`config.mk`:
```
export PLATFORM = sky130hd
export DESIGN_NAME = div3_rr_sched
export DESIGN_NICKNAME = d
export VERILOG_FILES = /design/src/rtl/div3_pkg.sv /design/src/rtl/div3_iter.sv /design/src/rtl/div3_rr_sched.sv
export SDC_FILE = /design/constraint.sdc
export NUM_CORES = 1
export LEC_CHECK = 0
export BUFFER_PORTS_ARGS = -buffer_cell sky130_fd_sc_hd__buf_2
export CORE_UTILIZATION = 45
export DETAILED_ROUTE_END_ITERATION = 16
export GPL_TIMING_DRIVEN = 0
export PLACE_DENSITY = 0.69
export SLEW_MARGIN = 20
export SYNTH_ARGS = -nofsm -noshare
export SYNTH_HDL_FRONTEND = slang
export SYNTH_SLANG_ARGS = --single-unit
```
`constraint.sdc`:
```
create_clock -name clk -period 1.7 [get_ports clk]
set_input_delay 0.17 -clock clk [delete_from_list [all_inputs] [get_ports clk]]
set_output_delay 0.17 -clock clk [all_outputs]
set_load 0.01 [all_outputs]
```
`src/rtl/div3_pkg.sv`:
```
// Shared types and constants for the time-multiplexed divide-by-3 scheduler.
package div3_pkg;

    // Divisor of the iterative engine and the width of its remainder.
    localparam int unsigned DIV_CONST = 3;
    localparam int unsigned REM_W     = 2;

    // Scheduler control states.
    typedef enum logic [1:0] {
        IDLE = 2'd0,
        CALC = 2'd1,
        RESP = 2'd2
    } state_e;

    // Round-robin successor of idx among n requesters, wrapping to 0.
    function automatic int unsigned rr_next(input int unsigned idx, input int unsigned n);
        return (idx + 1 >= n) ? 0 : idx + 1;
    endfunction

endpackage

```
`src/rtl/div3_iter.sv`:
```
// Iterative divide-by-3 datapath: holds the running remainder and quotient and
// subtracts DIV_CONST once per enabled cycle until the remainder drops below it.
module div3_iter
    import div3_pkg::*;
#(
    parameter int unsigned W = 4
) (
    input  logic             clk,
    input  logic             rst_n,
    input  logic             load,
    input  logic [W-1:0]     din,
    input  logic             step_en,
    output logic             done,
    output logic [W-1:0]     quo,
    output logic [REM_W-1:0] rem
);

    localparam logic [W-1:0] K = W'(DIV_CONST);

    logic [W-1:0] var_q;
    logic [W-1:0] quo_q;
    logic         ge_k;

    // Subtraction is only allowed while var_q >= K, so var_q never underflows.
    assign ge_k = (var_q >= K);

    // Load a fresh operand, or take one subtract-and-count step.
    always_ff @(posedge clk or negedge rst_n) begin
        if (!rst_n) begin
            var_q <= '0;
            quo_q <= '0;
        end else if (load) begin
            var_q <= din;
            quo_q <= '0;
        end else if (step_en && ge_k) begin
            var_q <= var_q - K;
            quo_q <= quo_q + W'(1);
        end
    end

    assign done = !ge_k;
    assign quo  = quo_q;
    assign rem  = var_q[REM_W-1:0];

    // Once the engine is done the remainder must already be a legal residue.
    assert property (@(posedge clk) disable iff (!rst_n) done |-> (var_q < K));

endmodule

```
`src/rtl/div3_rr_sched.sv`:
```
// Round-robin scheduler sharing one iterative divide-by-3 engine between
// N_REQ requesters; one tagged response channel with valid/ready backpressure.
module div3_rr_sched
    import div3_pkg::*;
#(
    parameter int unsigned W     = 4,
    parameter int unsigned N_REQ = 2
) (
    input  logic                     clk,
    input  logic                     rst_n,
    input  logic [N_REQ-1:0]         req_valid,
    input  logic [N_REQ*W-1:0]       req_data,
    output logic [N_REQ-1:0]         req_ready,
    output logic                     resp_valid,
    input  logic                     resp_ready,
    output logic [$clog2(N_REQ)-1:0] resp_id,
    output logic [W-1:0]             resp_quo,
    output logic [REM_W-1:0]         resp_rem,
    output logic                     busy
);

    localparam int unsigned IDW = $clog2(N_REQ);

    state_e           state;
    logic [IDW-1:0]   rr_ptr;
    logic [IDW-1:0]   cur_id;
    logic [IDW-1:0]   next_ptr;

    logic             grant_found;
    logic [IDW-1:0]   grant_id;
    logic [IDW-1:0]   scan_idx;
    logic [W-1:0]     grant_data;
    logic             handshake;

    logic             iter_done;
    logic [W-1:0]     iter_quo;
    logic [REM_W-1:0] iter_rem;

    // Scan from rr_ptr upward with wrap; the first valid requester wins.
    always_comb begin
        grant_found = 1'b0;
        grant_id    = '0;
        scan_idx    = rr_ptr;
        for (int i = 0; i < int'(N_REQ); i++) begin
            if (!grant_found && req_valid[scan_idx]) begin
                grant_found = 1'b1;
                grant_id    = scan_idx;
            end
            scan_idx = (scan_idx == IDW'(N_REQ - 1)) ? '0 : scan_idx + IDW'(1);
        end
    end

    // Select the granted operand; it is only consumed on the handshake cycle.
    always_comb begin
        grant_data = '0;
        for (int k = 0; k < int'(N_REQ); k++) begin
            if (grant_id == IDW'(k)) begin
                grant_data = req_data[k*W +: W];
            end
        end
    end

    // Ready only in IDLE and only toward the granted requester.
    always_comb begin
        req_ready = '0;
        if (state == IDLE && grant_found) begin
            req_ready[grant_id] = 1'b1;
        end
    end

    assign handshake = (state == IDLE) && grant_found;
    assign busy      = (state != IDLE);
    assign next_ptr  = IDW'(rr_next(32'(cur_id), N_REQ));

    div3_iter #(
        .W (W)
    ) u_iter (
        .clk     (clk),
        .rst_n   (rst_n),
        .load    (handshake),
        .din     (grant_data),
        .step_en (state == CALC),
        .done    (iter_done),
        .quo     (iter_quo),
        .rem     (iter_rem)
    );

    // Control FSM with registered response outputs; the pointer advances only on completion.
    always_ff @(posedge clk or negedge rst_n) begin
        if (!rst_n) begin
            state      <= IDLE;
            rr_ptr     <= '0;
            cur_id     <= '0;
            resp_valid <= 1'b0;
            resp_id    <= '0;
            resp_quo   <= '0;
            resp_rem   <= '0;
        end else begin
            unique case (state)
                IDLE: begin
                    if (handshake) begin
                        cur_id <= grant_id;
                        state  <= CALC;
                    end
                end
                CALC: begin
                    if (iter_done) begin
                        resp_valid <= 1'b1;
                        resp_id    <= cur_id;
                        resp_quo   <= iter_quo;
                        resp_rem   <= iter_rem;
                        state      <= RESP;
                    end
                end
                RESP: begin
                    if (resp_ready) begin
                        resp_valid <= 1'b0;
                        rr_ptr     <= next_ptr;
                        state      <= IDLE;
                    end
                end
                default: begin
                    state <= IDLE;
                end
            endcase
        end
    end

    assert property (@(posedge clk) disable iff (!rst_n) $onehot0(req_ready));
    assert property (@(posedge clk) disable iff (!rst_n) resp_valid |-> (resp_rem < 2'd3));
    assert property (@(posedge clk) disable iff (!rst_n) resp_valid |-> (state == RESP));

endmodule

```
==> flow_metrics.py <==
metrics = {
    "outcome": {
        "outcome": "finished clean",
    },
    "critical_path": {
        "crit_family": "flip-flops",
        "crit_arrival_ns": 1.77,
        "cp-end-kind": "flip-flop",
        "crit_slowest_cell": "dfrtp_1",
        "cp_max_fo": 5,
        "worstPathRequired_ns": 1.88,
        "critical_path_class": "reg2reg",
        "slowest_delay_ns": 0.44,
        "startpoint_type": "flip-flop",
        "crit_buf_inv": 0,
        "crit_chain": "ha_1 > or3_1 > a222oi_1 > nor2_1",
    },
    "route": {
        "ant_nets": 0,
        "vias_per_cell": 5.430,
        "drtPass1Iterations": 4,
        "drt-total-wl_um": 1785,
        "vias": 771,
        "avgRoutedWirePerCell_um": 12.57,
        "drc": 0,
        "dr.first_iter.drc_count": 17,
    },
    "floorplan": {
        "fp.dieW_um": 48.30,
        "ioPinCount": 24,
        "initial_utilization_pct": 48.67,
        "core_area_um2": 1982,
        "die_y_um": 48.30,
        "dieArea_um2": 2333,
        "rows": 16,
    },
    "power": {
        "p_switching_mw": 0.8125,
        "internal_power_mw": 1.227,
        "clock_power_share_pct": 10.4,
        "peakVddDrop_mv": 0.7671,
        "switching_share_pct": 39.85,
        "p_seq_share_pct": 41.4,
        "cellLeakagePower_nw": 0.5645,
        "comb_power_share_pct": 48.2,
        "power_density_nw_per_um2": 1771,
    },
    "timing": {
        "relSlewSlack_pct": 55.20,
        "worstMarginPinSlew_ns": 0.6650,
        "rsz0062_at_grt": "no",
        "hold_ws_ns": 0.07784,
        "clock.fmax_mhz": 629.2,
        "setup_viol": 0,
        "tns_ns": 0,
        "worst_slack_ns": 0.1108,
        "slew_violations": 0,
        "period_needed_ns": 1.589,
        "period_share_pct": 93.48,
        "hold_viol": 0,
        "finClkSkew_ns": 0.002252,
    },
    "clock_network": {
        "numCtsBuffers": 3,
        "htreeDepth": 1,
        "postCtsSetupRepairBufs": 0,
        "clk_latency_ns": 0.29,
        "clkSinkCount": 20,
        "clk_path_buf_depth": 2,
        "cts_root_buffer": "clkbuf_4",
        "cts_tree": "done",
        "cts.clk_slew.worst_paths_ns": 0.10,
    },
    "grt": {
        "grt-ovfl-total": 0,
        "grtUsageTotal_pct": 17.21,
        "grt_pass1_wl_um": 3105,
        "grt_max_degree": 21,
        "antenna_found_initial": 0,
        "grt_pass1_vias": 717,
    },
    "place": {
        "place_inst": 138,
        "dp_worst_setup_slack_ns": 0.03759,
        "port_buffers": 23,
        "dp_hpwl_um": 1324,
        "gp_congestion": 0.8056,
    },
    "synth": {
        "syn_area_per_cell_um2": 10.96,
        "synth_fp_nets": 103,
        "syn_area_um2": 964.7,
        "ys_seq_elements": 20,
        "yosys_warnings": 0,
        "seq_area_frac_synth_pct": 51.88,
        "ys_types": 30,
        "synth_cells": 88,
    },
    "flow_run": {
        "maxCapViolCount": 0,
    },
    "hold_path": {
        "hold_path.class": "in2reg",
    },
    "layout": {
        "antenna-diode-count": 0,
        "nets": 132,
        "mostFrequentLayoutCells": "buf_2, dfrtp_1, nor2_1",
        "n_fill_cell": 184,
        "layout.cells.non_filler": 142,
        "syn_to_final_growth_pct": 19.33,
        "drive_gt1_share_pct": 33.91,
        "final_common_cell": "buf_2",
    },
}
[metrics by stage]
step | power, mW | area, um2 | utilization [%]
after floorplan | 1.554 | 964.7 | -
after global placement | 1.804 | 1114 | 56.19
after detailed placement | 1.839 | 1114 | 56.19
after CTS | 2.061 | 1146 | 57.83
after global routing | 2.231 | 1151 | 58.08
final | 2.039 | 1151 | 58.08
[cell type report]
cell class	instances	area, um2	area share, %
Sequential cell	20	500.5	43.48
Multi-Input combinational cell	65	449.2	39.02
Timing Repair Buffer	24	125.1	10.87
Tap cell	27	33.78	2.935
Clock buffer	3	22.52	1.957
Buffer	2	16.27	1.413
Inverter	1	3.754	0.3261
[timing repair]
| item | in CTS | in global routing |
|---|---|---|
| endpoints found under the hold margin | 20 | 0 |
| endpoints found under the setup margin | 0 | 7 |
| hold buffers | 1 | 0 |
| gates resized for setup | 0 | 1 |
[state kept, by name, summed over array words and instances (netlist names)]
signal,flops
cur_id,1
resp_id,1
resp_quo,4
resp_rem,2
resp_valid,1
rr_ptr,1
state,2
u_iter.quo,4
u_iter.var_q,4
[worst paths after layout]
check                                 from              end  slack (ns)  cells after the start
max reg2reg                u_iter.var_q[0]  u_iter.var_q[1]        0.11                      4
min                             resp_ready         state[1]        0.08                      2
min in group asynchronous            rst_n           rr_ptr        0.35                      2
max in group asynchronous            rst_n  u_iter.var_q[2]        1.04                      2
max                        u_iter.var_q[0]  u_iter.var_q[1]        0.11                      4
min reg2reg                     resp_valid       resp_valid        0.48                      2
[power by group through the flow]
stage	combinational, mW	sequential (mW)	clock (mW)
after floorplan	0.695	0.860	0
after global placement	0.958	0.847	0
after detailed placement	0.979	0.859	0
after CTS	0.985	0.849	0.227
after global routing	1.11	0.878	0.243
final	0.982	0.845	0.212
[worst reg2reg max path: cells and delay by family (launching register included)]
family	cells	cell delay (ns)
adder cells (fa/ha/maj)	1	0.30
flip-flops	1	0.44
AND/OR/NAND/NOR	2	0.43
AO/OA/AOI/OAI	1	0.31
[per-layer routing]
metal	vias to the layer above	GRT usage (%)	part of all wire, %
met5	-	0	0
met4	0	7.353	1.3
met3	4	2.516	4.0
li1	369	-	-
met2	20	29.34	49
met1	378	21.81	46
[cells by family (layout without fill, tap and decap cells)]
kind of cell,count (synthesis),after routing,synth area share (%)
AOI/OAI and AO/OA,19,19,13.36
xor gates and xnor gates,3,3,2.724
adders and majority gates,2,2,2.594
buffers and inverters,3,30,2.074
DFF,20,20,51.88
muxes,7,7,8.172
and+or+nand+nor,34,34,19.20
[Yosys cell counts, drive strengths merged]
library cell  number  area share, %
or3                1           0.65
nor3b              1           0.78
a222oi             3            3.1
nand3b             1           0.78
o22a               1           0.91
a21o               1           0.78
a22oi              1           0.78
nand2b             4            3.4
and2b              1           0.78
a22o               1           0.91
dfrtp             20             52
nand2              7            3.0
o22ai              1           0.65
a211oi             2            1.6
nor3               2            2.2
a21oi              4            2.1
and3               2            1.3
mux2               7            8.2
xnor2              3            2.7
ha                 2            2.6
o21ai              5            2.6
nor2              13            5.3
inv                1           0.39
buf                2            1.7
nand3              2            1.0
Note: power is estimated with default switching activity, not from simulation.
